[src/rtl/mem_arb_pkg.sv]
// Shared types and default sizing for the memory port arbiter.
//   arb_state_e        : arbiter FSM state encoding
//   ARB_AW_DEF         : default address width
//   ARB_DW_DEF         : default data width
//   ARB_MAX_STREAK_DEF : default back-to-back data grant limit for the fetch starvation guard
package mem_arb_pkg;

  localparam int unsigned ARB_AW_DEF         = 32;
  localparam int unsigned ARB_DW_DEF         = 32;
  localparam int unsigned ARB_MAX_STREAK_DEF = 4;

  typedef enum logic [1:0] {
    ARB_IDLE     = 2'd0,
    ARB_GRANT_IF = 2'd1,
    ARB_GRANT_D  = 2'd2,
    ARB_DONE     = 2'd3
  } arb_state_e;

endpackage

[src/rtl/mem_port_arbiter_if.sv]
// Bundles the fetch port, data port and memory command/response signals.
//   slave  : arbiter view (takes port requests and memory responses, drives results/commands)
//   master : environment view (pipeline ports plus memory model)
interface mem_port_arbiter_if
  import mem_arb_pkg::*;
#(
  parameter int unsigned AW = ARB_AW_DEF,
  parameter int unsigned DW = ARB_DW_DEF
);

  logic          if_req;
  logic [AW-1:0] if_addr;
  logic [DW-1:0] if_rdata;
  logic          if_ready;

  logic          d_req;
  logic          d_we;
  logic [AW-1:0] d_addr;
  logic [DW-1:0] d_wdata;
  logic [DW-1:0] d_rdata;
  logic          d_ready;

  logic          m_req;
  logic          m_we;
  logic [AW-1:0] m_addr;
  logic [DW-1:0] m_wdata;
  logic [DW-1:0] m_rdata;
  logic          m_valid;

  modport slave (
    input  if_req, if_addr, d_req, d_we, d_addr, d_wdata, m_rdata, m_valid,
    output if_rdata, if_ready, d_rdata, d_ready, m_req, m_we, m_addr, m_wdata
  );

  modport master (
    output if_req, if_addr, d_req, d_we, d_addr, d_wdata, m_rdata, m_valid,
    input  if_rdata, if_ready, d_rdata, d_ready, m_req, m_we, m_addr, m_wdata
  );

endinterface

[src/rtl/arb_streak_ctr.sv]
// Saturating up-counter with synchronous clear; counts consecutive data grants
// made while fetch is waiting.
//   clk, reset : clock, async active-high reset
//   clr        : return count to zero (wins over inc)
//   inc        : increment, saturating at MAX_CNT
//   cnt        : registered count
module arb_streak_ctr #(
  parameter int unsigned MAX_CNT = 4,
  parameter int unsigned W       = $clog2(MAX_CNT + 1)
) (
  input  logic         clk,
  input  logic         reset,
  input  logic         clr,
  input  logic         inc,
  output logic [W-1:0] cnt
);

  logic [W-1:0] cnt_q;
  logic [W-1:0] cnt_d;

  // Next count: clear has priority, increment stops at the limit.
  always_comb begin
    cnt_d = cnt_q;
    if (clr) begin
      cnt_d = '0;
    end else if (inc && (cnt_q != W'(MAX_CNT))) begin
      cnt_d = cnt_q + W'(1);
    end
  end

  always_ff @(posedge clk or posedge reset) begin
    if (reset) begin
      cnt_q <= '0;
    end else begin
      cnt_q <= cnt_d;
    end
  end

  assign cnt = cnt_q;

endmodule

[src/rtl/mem_port_arbiter.sv]
// Serializes instruction-fetch and data requests onto one single-port memory,
// one outstanding transaction at a time; data has priority over fetch.
// Optional macro ARB_STARVE_GUARD_EN: after MAX_STREAK data grants in a row
// with fetch waiting, the next grant goes to fetch.
//   clk, reset : clock, async active-high reset
//   bus        : fetch port, data port and memory command/response (slave modport)
//   busy       : high whenever the arbiter is not IDLE
module mem_port_arbiter
  import mem_arb_pkg::*;
#(
  parameter int unsigned AW         = ARB_AW_DEF,
  parameter int unsigned DW         = ARB_DW_DEF,
  parameter int unsigned MAX_STREAK = ARB_MAX_STREAK_DEF
) (
  input  logic                clk,
  input  logic                reset,
  mem_port_arbiter_if.slave   bus,
  output logic                busy
);

  arb_state_e    state_q,    state_d;
  logic          m_req_q,    m_req_d;
  logic          m_we_q,     m_we_d;
  logic [AW-1:0] m_addr_q,   m_addr_d;
  logic [DW-1:0] m_wdata_q,  m_wdata_d;
  logic          if_ready_q, if_ready_d;
  logic          d_ready_q,  d_ready_d;
  logic [DW-1:0] if_rdata_q, if_rdata_d;
  logic [DW-1:0] d_rdata_q,  d_rdata_d;
  logic          busy_q,     busy_d;

  logic          grant_if_c;
  logic          grant_d_c;
  logic          force_if_c;

`ifdef ARB_STARVE_GUARD_EN
  localparam int unsigned STREAK_W = $clog2(MAX_STREAK + 1);

  logic [STREAK_W-1:0] streak_cnt;
  logic                streak_inc_c;
  logic                streak_clr_c;

  // A data grant extends the streak only if fetch was left waiting.
  assign streak_inc_c = grant_d_c && bus.if_req;
  assign streak_clr_c = grant_if_c || (grant_d_c && !bus.if_req);
  assign force_if_c   = bus.if_req && (streak_cnt == STREAK_W'(MAX_STREAK));

  arb_streak_ctr #(
    .MAX_CNT (MAX_STREAK),
    .W       (STREAK_W)
  ) u_streak_ctr (
    .clk   (clk),
    .reset (reset),
    .clr   (streak_clr_c),
    .inc   (streak_inc_c),
    .cnt   (streak_cnt)
  );
`else
  assign force_if_c = 1'b0;

  // Strict priority build: the streak limit has no hardware behind it.
  if (MAX_STREAK == 0) begin : g_zero_streak
  end
`endif

  // Next-state and registered command/response datapath.
  always_comb begin
    state_d    = state_q;
    m_req_d    = 1'b0;
    m_we_d     = m_we_q;
    m_addr_d   = m_addr_q;
    m_wdata_d  = m_wdata_q;
    if_ready_d = 1'b0;
    d_ready_d  = 1'b0;
    if_rdata_d = if_rdata_q;
    d_rdata_d  = d_rdata_q;
    grant_if_c = 1'b0;
    grant_d_c  = 1'b0;

    case (state_q)
      ARB_IDLE: begin
        if (bus.d_req && !force_if_c) begin
          state_d   = ARB_GRANT_D;
          m_req_d   = 1'b1;
          m_we_d    = bus.d_we;
          m_addr_d  = bus.d_addr;
          m_wdata_d = bus.d_wdata;
          grant_d_c = 1'b1;
        end else if (bus.if_req) begin
          state_d    = ARB_GRANT_IF;
          m_req_d    = 1'b1;
          m_we_d     = 1'b0;
          m_addr_d   = bus.if_addr;
          grant_if_c = 1'b1;
        end
      end
      ARB_GRANT_IF: begin
        if (bus.m_valid) begin
          state_d    = ARB_DONE;
          if_rdata_d = bus.m_rdata;
          if_ready_d = 1'b1;
        end
      end
      ARB_GRANT_D: begin
        if (bus.m_valid) begin
          state_d   = ARB_DONE;
          d_rdata_d = bus.m_rdata;
          d_ready_d = 1'b1;
        end
      end
      ARB_DONE: begin
        // Requests here wait for IDLE so the ready pulse stays one cycle.
        state_d = ARB_IDLE;
      end
      default: begin
        state_d = ARB_IDLE;
      end
    endcase

    busy_d = (state_d != ARB_IDLE);
  end

  always_ff @(posedge clk or posedge reset) begin
    if (reset) begin
      state_q    <= ARB_IDLE;
      m_req_q    <= 1'b0;
      m_we_q     <= 1'b0;
      m_addr_q   <= '0;
      m_wdata_q  <= '0;
      if_ready_q <= 1'b0;
      d_ready_q  <= 1'b0;
      if_rdata_q <= '0;
      d_rdata_q  <= '0;
      busy_q     <= 1'b0;
    end else begin
      state_q    <= state_d;
      m_req_q    <= m_req_d;
      m_we_q     <= m_we_d;
      m_addr_q   <= m_addr_d;
      m_wdata_q  <= m_wdata_d;
      if_ready_q <= if_ready_d;
      d_ready_q  <= d_ready_d;
      if_rdata_q <= if_rdata_d;
      d_rdata_q  <= d_rdata_d;
      busy_q     <= busy_d;
    end
  end

  assign bus.m_req    = m_req_q;
  assign bus.m_we     = m_we_q;
  assign bus.m_addr   = m_addr_q;
  assign bus.m_wdata  = m_wdata_q;
  assign bus.if_ready = if_ready_q;
  assign bus.if_rdata = if_rdata_q;
  assign bus.d_ready  = d_ready_q;
  assign bus.d_rdata  = d_rdata_q;
  assign busy         = busy_q;

endmodule

[src/flat_wrapper.sv]
// flat-port wrapper written by rule: the top's interface ports become plain ports
module mem_port_arbiter_flat import mem_arb_pkg::*;
#(
  parameter int unsigned AW         = ARB_AW_DEF,
  parameter int unsigned DW         = ARB_DW_DEF,
  parameter int unsigned MAX_STREAK = ARB_MAX_STREAK_DEF
)
  (clk, reset, busy, bus_if_req, bus_if_addr, bus_d_req, bus_d_we, bus_d_addr, bus_d_wdata, bus_m_rdata, bus_m_valid, bus_if_rdata, bus_if_ready, bus_d_rdata, bus_d_ready, bus_m_req, bus_m_we, bus_m_addr, bus_m_wdata);
  mem_port_arbiter_if #(.AW(AW), .DW(DW)) bus_i ();
  input  logic clk;
  input  logic reset;
  output logic busy;
  input wire logic [$bits(bus_i.if_req)-1:0] bus_if_req;
  input wire logic [$bits(bus_i.if_addr)-1:0] bus_if_addr;
  input wire logic [$bits(bus_i.d_req)-1:0] bus_d_req;
  input wire logic [$bits(bus_i.d_we)-1:0] bus_d_we;
  input wire logic [$bits(bus_i.d_addr)-1:0] bus_d_addr;
  input wire logic [$bits(bus_i.d_wdata)-1:0] bus_d_wdata;
  input wire logic [$bits(bus_i.m_rdata)-1:0] bus_m_rdata;
  input wire logic [$bits(bus_i.m_valid)-1:0] bus_m_valid;
  output wire logic [$bits(bus_i.if_rdata)-1:0] bus_if_rdata;
  output wire logic [$bits(bus_i.if_ready)-1:0] bus_if_ready;
  output wire logic [$bits(bus_i.d_rdata)-1:0] bus_d_rdata;
  output wire logic [$bits(bus_i.d_ready)-1:0] bus_d_ready;
  output wire logic [$bits(bus_i.m_req)-1:0] bus_m_req;
  output wire logic [$bits(bus_i.m_we)-1:0] bus_m_we;
  output wire logic [$bits(bus_i.m_addr)-1:0] bus_m_addr;
  output wire logic [$bits(bus_i.m_wdata)-1:0] bus_m_wdata;
  assign bus_i.if_req = bus_if_req;
  assign bus_i.if_addr = bus_if_addr;
  assign bus_i.d_req = bus_d_req;
  assign bus_i.d_we = bus_d_we;
  assign bus_i.d_addr = bus_d_addr;
  assign bus_i.d_wdata = bus_d_wdata;
  assign bus_i.m_rdata = bus_m_rdata;
  assign bus_i.m_valid = bus_m_valid;
  assign bus_if_rdata = bus_i.if_rdata;
  assign bus_if_ready = bus_i.if_ready;
  assign bus_d_rdata = bus_i.d_rdata;
  assign bus_d_ready = bus_i.d_ready;
  assign bus_m_req = bus_i.m_req;
  assign bus_m_we = bus_i.m_we;
  assign bus_m_addr = bus_i.m_addr;
  assign bus_m_wdata = bus_i.m_wdata;
  mem_port_arbiter #(.AW(AW), .DW(DW), .MAX_STREAK(MAX_STREAK)) u_core (.clk(clk), .reset(reset), .bus(bus_i), .busy(busy));
endmodule
[config.mk]
export PLATFORM = sky130hd
export DESIGN_NAME = mem_port_arbiter_flat
export DESIGN_NICKNAME = d
export VERILOG_FILES = /design/src/rtl/mem_arb_pkg.sv /design/src/rtl/mem_port_arbiter_if.sv /design/src/rtl/arb_streak_ctr.sv /design/src/rtl/mem_port_arbiter.sv /design/src/flat_wrapper.sv
export SDC_FILE = /design/constraint.sdc
export NUM_CORES = 1
export LEC_CHECK = 0
export ABC_CLOCK_PERIOD_IN_PS = 4350
export BUFFER_PORTS_ARGS = -buffer_cell sky130_fd_sc_hd__buf_2
export CORE_MARGIN = 3
export CORE_UTILIZATION = 46
export DETAILED_ROUTE_END_ITERATION = 10
export GPL_TIMING_DRIVEN = 0
export MAX_ROUTING_LAYER = met4
export PLACE_DENSITY_LB_ADDON = 0.25
export SLEW_MARGIN = 20
export SYNTH_ARGS = -nofsm -noshare
export SYNTH_HDL_FRONTEND = slang
export SYNTH_SLANG_ARGS = --single-unit
[constraint.sdc]
create_clock -name clk -period 4.35 [get_ports clk]
set_input_delay 0.2175 -clock clk [delete_from_list [all_inputs] [get_ports clk]]
set_output_delay 0.2175 -clock clk [all_outputs]
set_load 0.01 [all_outputs]
# Yosys cells after proc, flatten, opt, wreduce, memory -nomap -nowiden
# Index checks and enable logic that the tools add are counted.
[classes]
mux = 14
n_eq_ne = 3
reduce_logical = 8
[ops]
columns = ["op", "count"]
rows = [
  ["32-bit 2-to-1 mux", 2],
  ["1-bit 2-to-1 mux", 8],
  ["2-bit AND reduction", 4],
  ["2-bit 2-to-1 mux", 3],
  ["2-bit case mux with 3 select lines", 1],
  ["2-bit == test, second input constant", 2],
  ["2-bit nonzero test", 2],
  ["2-bit by 1-bit == test with 1-bit output, second input constant", 1],
  ["2-bit logical NOT", 1],
  ["2-bit OR reduction", 1],
]
[totals]
input_bits = 134
ff_bits = 135
out_inout_bits = 133
wordCells = 35

# Longest topological paths before layout
[logic_depth]
depth_word = 4
ltp_mapped = 7
depth_no_buf = 5

# Least setup slack after synthesis
# No wires, ideal clock.
[synth_path]
kind = "register to register"
from = "reg u_core.state_q[0]"
to = "reg u_core.m_wdata_q[10], in the netlist u_core.bus.m_wdata[10]"
slack_ps = 2885
required_time_ps = 4225
path_buffers = 1
t_arrival_ps = 1340
setup_time_ps = 125
period_less_slack_ps = 1465
path_stages_with_launch = 6
cell_sequence = "dfrtp_1 > inv_1 > ha_1 > nand2_2 > buf_6 > mux2_4"
[synth_via]
elab_chain_cells = 2
[synth_rtl]
columns = ["item", "line", "source"]
rows = [
  ["from (decl)", "mem_port_arbiter.sv:21", "arb_state_e state_q, state_d;"],
  ["from (signal assigned)", "mem_port_arbiter.sv:136", "state_q <= state_d;"],
  ["2-bit logical NOT", "mem_port_arbiter.sv:80", "case (state_q)"],
  ["2-bit AND reduction (no line)", "n/a", ""],
  ["to (signal assigned)", "mem_port_arbiter.sv:140", "m_wdata_q <= m_wdata_d;"],
  ["to (decl)", "mem_port_arbiter.sv:25", "logic [DW-1:0] m_wdata_q, m_wdata_d;"],
]
# Every way passes these cells.
# A chain may end at the register's enable or synchronous reset.

# Worst setup path in the final report
[layout_path]
from = "reg u_core.state_q[0]"
to = "reg u_core.d_rdata_q[0], in the netlist u_core.bus.d_rdata[0]"
[layout_via]
elab_chain_cells = 2
[layout_rtl]
columns = ["item", "line", "source"]
rows = [
  ["2-bit == test", "mem_port_arbiter.sv:80", ""],
  ["2-bit AND reduction (no line)", "n/a", ""],
  ["to (signal assigned)", "mem_port_arbiter.sv:144", "d_rdata_q <= d_rdata_d;"],
  ["to (decl)", "mem_port_arbiter.sv:29", "logic [DW-1:0] d_rdata_q, d_rdata_d;"],
]
# Every way passes these cells.

==> out/qor_table.md <==
| Metric | Reported |
|---|---|
| Run status | finished, final reports clean |
| Worst-path clk slew | 0.06 ns |
| Library cells used by synthesis | 21 |
| Ports | 267 |
| Remaining global-route overflow | 0 |
| H-Tree Depth | 4 |
| Basic-gate share of the synthesized area counting and, or, nand and nor cells | 3.01% |
| Peak per-stage delay on the critical path | 0.38 ns |
| Worst vdd rail ir drop | 0.387 mV |
| Number of antenna violations at the first check in global routing | 0 |
| Timing-limited maximum frequency | 593 MHz |
| Count of mapped cells out of synthesis | 370 |
| Remaining antenna violation count | 0 |
| Post-CTS Resized | 0 |
| Clock tree root driver cell | clkbuf_16 |
| Element type at the critical path end | register |
| Cell Pwr Density | 784 nW/um2 |
| DP Worst Slack | 2.62 ns |
| Hold slack final | 0.0262 ns |
| Post-synthesis xor/xnor area fraction | 0% |
| ANT cells | 0 |
| Area growth, synth to finish | 40.0% |
| Worst slew slack as a fraction of its limit | 69.4% |
| Global placement routability congestion | 0.793 |
| Main combinational cell family by area after synthesis | multiplexers |
| Synth Area in Compound Gates | 3.61% |
| Sequential cell area fraction in the yosys report | 62.1% |
| Number of slew-limit violations in the final report | 0 |
| Final worst-path cycle share | 38.8% |
| Largest driver fanout on the critical path | 10 |
| Clk_lat worst skew | 0.40 ns |
| CP arrival | 1.97 ns |
| Startpoint Class | register |
| Proportion of synthesized area in mux cells | 27.9% |
| Longest Clk Path Bufs | 2 |
| Initial DRC Count | 234 |
| Worst Clk Skew | 0.00529 ns |
| Sequence of cells on the critical path | inv_1 -> ha_1 -> nand2_1 -> buf_2 -> mux2_2 |
| Full die area | 13200 um2 |
| FP Rows | 39 |
| Worst Setup Slack, final | 2.66 ns |
| Initial Util | 47.3% |
| Final routed wirelength across all metal layers | 13300 um |
| Placeable core region | 11500 um2 |
| Post-DP Area | 6980 um2 |
| Share of final-layout standard cells stronger than drive strength 1 | 61.3% |
| Width of the die | 115 um |
| Final #Nets | 793 |
| Average detailed-routed wire length per instance | 16.4 um |
| Crit path launch | u_core.state_q[0] |
| Routed vias/inst | 4.89 |
| Average instance area after synthesis | 14.7 um2 |
| CTS tree | built |
| Postcts setup bufs | 0 |
| Tightest Hold Check Type | primary input to register |
| Start point of the worst min-delay path | bus_d_wdata[29] |
| Global-route wire length before repair | 21000 um |
| Total power | 5.98 mW |
| Via count | 3969 |
| Number of CTS-inserted buffers | 17 |
| Sink count of the clock tree | 135 |
| Final design instance area without fill | 7620 um2 |
| Endpoints failing hold | 0 |
| Via count of the first global-routing pass | 4223 |
| Leak | 4.02 nW |
| Residual DRC | 0 |
| Register bit total from synthesis | 135 |
| Pin count of the biggest net entering global routing | 70 |
| Synthesized area | 5440 um2 |
| Max-capacitance violation count | 0 |
| Synthesized net count | 507 |
| Count of synthesis-stage warnings from yosys | 0 |
| Worst setup slack for register-to-register paths | 2.66 ns |
| Worst Setup Path Type | register to register |
| Final setup TNS | 0 ns |
| Crit path required time | 4.63 ns |
| GRT Overall Usage | 21.0% |
| Chip height | 115 um |
| Finish-stage setup viols | 0 |
| Critical-path top delay cell | dfrtp_1 |
| Synth Area in Adders | 0.689% |
| R2r startpoint | u_core.state_q[0] |
| DR pass1 iterations | 4 |
| Cts-stage hold buffer count | 1 |
| Number of buffer cells added on primary ports | 265 |
| Minimum period implied by the final worst setup slack | 1.69 ns |
| Post-detailed-placement half-perimeter wirelength | 10300 um |
| Setup repair after global routing missed its margin | no |
| Worst Max-Slew Pin Slew | 0.459 ns |
final timing paths:
check	endpoint	cells past startpoint
min	u_core.bus.m_wdata[29]	2
min reg2reg	u_core.bus.m_addr[16]	2
max	u_core.bus.d_rdata[0]	5
max reg2reg	u_core.bus.d_rdata[0]	5
max in group asynchronous	u_core.bus.m_addr[10]	4
min in group asynchronous	u_core.bus.d_rdata[15]	3
synth_stat cells:
master	instances	area, um2
dfrtp_1	135	3380
mux2_2	64	721
nand2_1	35	131
mux2i_1	33	330
o21ai_1	33	165
mux2_4	28	420
buf_2	10	50.1
inv_1	6	22.5
buf_4	5	37.5
mux2_1	4	45.0
buf_6	3	33.8
ha_1	3	37.5
clkbuf_1	2	7.51
nor2b_1	2	12.5
a32o_1	1	10.0
nand2_2	1	6.26
nand3_1	1	5.00
nand4b_1	1	8.76
o21ai_0	1	5.00
o21ai_2	1	8.76
o21bai_1	1	7.51
power by group:
part           switching (mW)  total, mW  internal [mW]
clock                   0.541       1.51          0.964
sequential              0.319       2.21           1.89
combinational            1.10       2.26           1.16
total                    1.96       5.98           4.01
worst max-delay path, delay by kind of cell (launching register included):
family | cells | cell delay, ns
flops | 1 | 0.38
mux | 1 | 0.37
buf+inv | 2 | 0.40
simple gates | 1 | 0.23
fa+ha+maj | 1 | 0.19
flip-flops by register name, indices dropped and copies added (netlist names), 2 cells and up:
name                 flops
u_core.bus.d_rdata      32
u_core.state_q           2
u_core.bus.m_wdata      32
u_core.bus.if_rdata     32
u_core.bus.m_addr       32
kinds of logic (layout without fill, tap and decap cells):
family | Yosys count | after routing
muxes | 129 | 129
buffers and inverters | 26 | 325
and+or+nand+nor | 40 | 40
DFF | 135 | 135
adders and majority gates | 3 | 3
AOI/OAI and AO/OA | 37 | 37
cell type report:
cell class | instances | area [um2]
inverter | 6 | 30.0
buffer | 20 | 129
clock buffer | 18 | 429
timing repair buffer | 267 | 1360
tap | 143 | 179
clock inverter | 14 | 199
multi-input combinational | 209 | 1910
fill | 874 | 3890
sequential | 135 | 3380
per-layer routing:
| layer | GRT usage [%] | up-vias | wire length [um] |
|---|---|---|---|
| met5 | - | - | 0 |
| met1 | 25.1 | 1912 | 5460 |
| met2 | 35.4 | 187 | 6730 |
| li1 | - | 1853 | - |
| met4 | 7.12 | 0 | 223 |
| met3 | 4.68 | 17 | 929 |
cell usage in the layout (no fill, tap or decap):
master,netlist,routed
a32o_1,1,1
buf_16,0,1
buf_2,10,275
buf_4,5,5
buf_6,3,3
bufinv_16,0,4
clkbuf_1,2,3
clkbuf_16,0,17
clkinv_2,0,1
clkinv_4,0,3
clkinvlp_4,0,4
dfrtp_1,135,135
dlygate4sd3_1,0,1
ha_1,3,3
inv_1,6,5
inv_6,0,2
inv_8,0,1
mux2_1,4,4
mux2_2,64,64
mux2_4,28,28
mux2i_1,33,33
nand2_1,35,35
nand2_2,1,1
nand3_1,1,1
nand4b_1,1,1
nor2b_1,2,2
o21ai_0,1,1
o21ai_1,33,33
o21ai_2,1,1
o21bai_1,1,1
through the flow:
stage	util, %	std cells
2_1_floorplan	-	370
3_3_place_gp	60.3	778
3_5_place_dp	60.6	779
4_1_cts	66.2	812
5_1_grt	66.2	812
6_report	66.2	812
No activity file was read; power rests on OpenSTA's default activity.
